File: config.mk
export PLATFORM = sky130hd
export DESIGN_NAME = mux4_rr_arbiter
export DESIGN_NICKNAME = d
export VERILOG_FILES = /design/src/rtl/mux4_arb_pkg.sv /design/src/rtl/mux4_sel.sv /design/src/rtl/mux4_rr_arbiter.sv
export SDC_FILE = /design/constraint.sdc
export NUM_CORES = 1
export LEC_CHECK = 0
export BUFFER_PORTS_ARGS = -buffer_cell sky130_fd_sc_hd__buf_2
export CAP_MARGIN = 0
export CORE_MARGIN = 5
export CORE_UTILIZATION = 28
export DETAILED_ROUTE_END_ITERATION = 8
export GPL_TIMING_DRIVEN = 0
export SKIP_CTS_REPAIR_TIMING = 1
export SYNTH_ARGS = -nofsm -noshare
export SYNTH_HDL_FRONTEND = slang
export SYNTH_HIERARCHICAL = 1
export SYNTH_SLANG_ARGS = --single-unit
File: constraint.sdc
create_clock -name clk -period 3.9 [get_ports clk]
set_input_delay 0.195 -clock clk [delete_from_list [all_inputs] [get_ports clk]]
set_output_delay 0.195 -clock clk [all_outputs]
set_load 0.05 [all_outputs]
File: src/rtl/mux4_arb_pkg.sv
// rtl/mux4_arb_pkg.sv - shared constants, state enum and rotation helpers for the 4:1 mux arbiter
package mux4_arb_pkg;

  localparam int NUM_CH = 4;
  localparam int SEL_W  = 2;

  typedef enum logic {
    IDLE,
    GRANT
  } arb_state_t;

  // First requester after `last` in rotation order; `last` itself is checked last.
  // Scanning far-to-near lets the nearest pending channel overwrite the result.
  function automatic logic [SEL_W-1:0] next_req(
    input logic [NUM_CH-1:0] req,
    input logic [SEL_W-1:0]  last
  );
    logic [SEL_W-1:0] idx;
    next_req = last;
    for (int k = NUM_CH - 1; k >= 1; k--) begin
      idx = last + SEL_W'(k);
      if (req[idx]) next_req = idx;
    end
  endfunction

  function automatic logic [NUM_CH-1:0] to_onehot(input logic [SEL_W-1:0] idx);
    to_onehot = NUM_CH'(1) << idx;
  endfunction

endpackage

File: src/rtl/mux4_sel.sv
// rtl/mux4_sel.sv - combinational DATA_W-wide 4:1 selector
module mux4_sel
  import mux4_arb_pkg::*;
#(
  parameter int DATA_W = 1
) (
  input  logic [SEL_W-1:0]         sel,
  input  logic [NUM_CH*DATA_W-1:0] data_in,
  output logic [DATA_W-1:0]        y_raw
);

  always_comb begin
    y_raw = '0;
    case (sel)
      2'd0: y_raw = data_in[0*DATA_W +: DATA_W];
      2'd1: y_raw = data_in[1*DATA_W +: DATA_W];
      2'd2: y_raw = data_in[2*DATA_W +: DATA_W];
      2'd3: y_raw = data_in[3*DATA_W +: DATA_W];
      default: y_raw = '0;
    endcase
  end

endmodule

File: src/rtl/mux4_rr_arbiter.sv
// rtl/mux4_rr_arbiter.sv - round-robin hold-limited arbiter driving a shared 4:1 mux; MUX_ARB_LOCK_EN adds a lock input
module mux4_rr_arbiter
  import mux4_arb_pkg::*;
#(
  parameter int DATA_W   = 1,
  parameter int HOLD_MAX = 4
) (
  input  logic                     clk,
  input  logic                     rst_n,
`ifdef MUX_ARB_LOCK_EN
  input  logic                     lock,
`endif
  input  logic [NUM_CH-1:0]        req,
  input  logic [NUM_CH*DATA_W-1:0] data_in,
  output logic [NUM_CH-1:0]        gnt,
  output logic [SEL_W-1:0]         sel,
  output logic                     valid,
  output logic [DATA_W-1:0]        y
);

  localparam logic [3:0] HOLD_LIM = 4'(HOLD_MAX - 1);

  arb_state_t        state, state_nxt;
  logic [SEL_W-1:0]  last, last_nxt;
  logic [SEL_W-1:0]  sel_nxt;
  logic [3:0]        hold_cnt, hold_nxt;
  logic [NUM_CH-1:0] gnt_nxt;
  logic              valid_nxt;
  logic [NUM_CH-1:0] others;
  logic              holder_req;
  logic              lock_active;
  logic              take;
  logic [SEL_W-1:0]  pick;
  logic [DATA_W-1:0] y_raw;

`ifdef MUX_ARB_LOCK_EN
  assign lock_active = lock;
`else
  assign lock_active = 1'b0;
`endif

  // Holder is excluded so a release and new requests resolve on one edge.
  assign others     = req & ~to_onehot(last);
  assign holder_req = req[last];

  always_comb begin
    state_nxt = state;
    last_nxt  = last;
    sel_nxt   = sel;
    gnt_nxt   = gnt;
    valid_nxt = valid;
    hold_nxt  = hold_cnt;
    take      = 1'b0;
    pick      = last;

    case (state)
      IDLE: begin
        if (|req) begin
          take = 1'b1;
          pick = next_req(req, last);
        end
      end
      GRANT: begin
        if (!holder_req) begin
          if (|others) begin
            take = 1'b1;
            pick = next_req(others, last);
          end else begin
            state_nxt = IDLE;
            gnt_nxt   = '0;
            valid_nxt = 1'b0;
            hold_nxt  = '0;
          end
        end else if (hold_cnt == HOLD_LIM && |others && !lock_active) begin
          take = 1'b1;
          pick = next_req(others, last);
        end else if (hold_cnt != HOLD_LIM) begin
          hold_nxt = hold_cnt + 4'd1;
        end
      end
      default: begin
        state_nxt = IDLE;
        gnt_nxt   = '0;
        valid_nxt = 1'b0;
        hold_nxt  = '0;
      end
    endcase

    if (take) begin
      state_nxt = GRANT;
      last_nxt  = pick;
      sel_nxt   = pick;
      gnt_nxt   = to_onehot(pick);
      valid_nxt = 1'b1;
      hold_nxt  = '0;
    end
  end

  always_ff @(posedge clk or negedge rst_n) begin
    if (!rst_n) begin
      state    <= IDLE;
      last     <= 2'd3;
      sel      <= 2'd0;
      gnt      <= '0;
      valid    <= 1'b0;
      hold_cnt <= '0;
    end else begin
      state    <= state_nxt;
      last     <= last_nxt;
      sel      <= sel_nxt;
      gnt      <= gnt_nxt;
      valid    <= valid_nxt;
      hold_cnt <= hold_nxt;
    end
  end

  mux4_sel #(
    .DATA_W (DATA_W)
  ) u_sel (
    .sel     (sel),
    .data_in (data_in),
    .y_raw   (y_raw)
  );

  assign y = valid ? y_raw : '0;

endmodule

==> metrics.cfg <==
[synthesis]
synth_ff_type=dfrtp_1
synth_area_sq_um=1170
yosysWarnings=6
synth_edf_count=0
yosysUniqueCellTypes=47
synth_fp_nets=148
yosysSeqAreaShare_pct=30.1
synth-seq-cells=14
synth_cells=133
syn_area_per_cell_sq_um=8.81
ys_async_sr_fraction_pct=100

[setup_path]
crit-reg2reg-launch=last[0]
cpPeakStageDelay_ns=0.59
cp-startpoint=last[0]
timing.rr.end=gnt[1]
crit_family=compound AO/OA/AOI/OAI gates
regToRegSetupSlack_ns=0.84
critPathMaxFanout=10
cp_data_required_time_ns=4.04
cp_num_buf_inv=5
start_kind=flip-flop
cp_slowest_cell=dfstp_2
timing.setup.critical_path_class=reg2reg
cp-end-kind=flip-flop
reg2reg_depth=10
critPathArrivalTime_ns=3.20
cp_cell_sequence=buf_6 > buf_2 > inv_1 > ha_1 > clkbuf_1 > mux2_2 > a2111oi_0 > a211o_2 > inv_2 > a32o_1
worstSetupEndpoint=gnt[1]
path_depth=10

[placement]
dpl.hpwl_um=2050
place_congestion=0.878
place_area_sq_um=1300
io_buffers=14

[timing]
setup_viol=0
period_needed_ns=3.06
slew_viol_final=0
fmaxAchievable_ghz=0.327
whs_ns=0.369
worst_slew_pin_slew_ns=0.585
min_period_over_period_pct=78.5
grt_setup_unrepaired=false
fin_skew_ns=0.00527
slew_headroom_pct=60.9
setup_tns_ns=0
final_hold_viol_count=0

[run_status]
status=finished, final reports clean

[power]
peakVddDrop_v=0.000475
leakage_nw=0.615
finalPower_mw=1.18
p_per_area_nw_per_um2=867

[floorplan]
pin_count=18
die-area_sq_um=5580
initial_core_util_pct=29.1
core_sq_um=4030
dieHeight_um=74.7
rows=23
dieWidth_um=74.7

[detailed_routing]
drtIter0Drc=57
vias_per_cell=5.28
drc=0
ant_nets=0
vias=1066
detail_route.wl_per_cell_um=13.4
finalWirelength_um=2710
drt_pass1_iterations=4

[clocking]
root_buffer=clkbuf_8
cts_buffer_depth=2
htreeDepth=1
cts_inserted_buffers=3
cts_tree=built
clk_latency_ns=0.25
cts.sinks=14
clk_pin_slew_ns=0.06

[final_layout]
nets=168
num-fill-cells=422
area_growth_syn_to_layout_pct=16.0
fin_area_sq_um=1360
antenna_cells=0
utilization_pct=33.7
drive_gt1_share_pct=26.3

[job]
cap_violations=0

[global_route]
overflow=0
grt_pass1_wl_um=4530
grt_max_degree=15
gr-usage-all-layers_pct=10.4
grt_pass1_vias=969
grt_antenna_before_repair=0

[hold_path]
hp-class=in2async

-- Yosys cell counts (3+ instances only) --
master	n	area (sq um)
inv_1	4	15.0
o21ai_0	10	50.1
dfrtp_1	12	300
nor2_1	8	30.0
nand2b_1	4	25.0
a21oi_1	8	40.0
ha_1	5	62.6
mux2_2	3	33.8
buf_2	6	30.0
mux2i_1	3	30.0
nand2_1	15	56.3
o211ai_1	3	22.5
nor3_1	4	20.0
-- final cells by class --
cell class,instances,area [sq um],share of cell area (%)
repair buffers,15,80.1,5.89
clock buffers,4,45.0,3.31
inverters,5,18.8,1.38
well taps,50,62.6,4.60
plain buffers,9,48.8,3.59
flip-flops and latches,14,353,26.0
multi-input cells,105,751,55.2
-- sequential cells by signal, indices dropped and copies added, names as in the netlist --
name and cells:
gnt 4, valid 1, last 2, sel 2, state 1, hold_cnt 4
-- stage by stage --
step | setup WS [ns] | instances
CTS | 0.835 | 201
global placement | 0.831 | 197
finish | 0.839 | 202
detailed placement | 0.842 | 197
floorplan | 1.13 | 133
global route | 0.639 | 202
-- routing by layer --
| metal | up-vias | wire (um) | global-route usage, % |
|---|---|---|---|
| li1 | 533 | - | - |
| met1 | 497 | 1400 | 15.6 |
| met2 | 31 | 1080 | 14.5 |
| met3 | 5 | 187 | 2.40 |
| met4 | 0 | 39 | 3.95 |
| met5 | - | 0 | 0 |
-- report_power, final --
group | internal (mW) | total [mW] | switching (mW)
registers | 0.210 | 0.257 | 0.0473
logic | 0.297 | 0.799 | 0.502
clock network | 0.0722 | 0.122 | 0.0501
total | 0.579 | 1.18 | 0.599
-- worst register-to-register path, stage by stage, from the launching register on --
cell and delay, ns:
dfstp_2 0.59, buf_6 0.16, buf_2 0.20, inv_1 0.11
ha_1 0.28, clkbuf_1 0.28, mux2_2 0.39, a2111oi_0 0.42
a211o_2 0.22, inv_2 0.05, a32o_1 0.23
-- worst min-delay path by stage --
stage          startpoint          end  slack (ns)
2_1_floorplan       rst_n       gnt[0]       -0.10
3_3_place_gp        rst_n       gnt[3]        0.10
3_5_place_dp        rst_n       gnt[3]        0.11
4_1_cts             rst_n       sel[1]       -0.15
5_1_grt             rst_n  hold_cnt[0]        0.41
6_report            rst_n  hold_cnt[0]        0.37
-- cells in the final DEF (no fill, tap or decap), types with 3 or more instances in the layout --
cell type / instances
clkbuf_1: 3
nor2_1: 8
o211ai_1: 3
clkbuf_8: 3
a21oi_1: 8
nor3_1: 4
ha_1: 5
inv_1: 4
nand2b_1: 4
buf_2: 20
nand2_1: 15
mux2_2: 3
o21ai_0: 10
mux2i_1: 3
dfrtp_1: 12
-- cells by family (layout without fill, tap and decap cells) --
group | count (synthesis) | count (layout) | share of synthesized area (%)
buffers and inverters | 14 | 33 | 5.77
AOI/OAI and AO/OA | 43 | 43 | 26.0
muxes | 9 | 9 | 11.2
adders and majority gates | 5 | 5 | 5.34
xor gates and xnor gates | 1 | 1 | 0.748
and+or+nand+nor | 47 | 47 | 20.8
DFF | 14 | 14 | 30.1
Note: power is estimated with default switching activity, not from simulation.
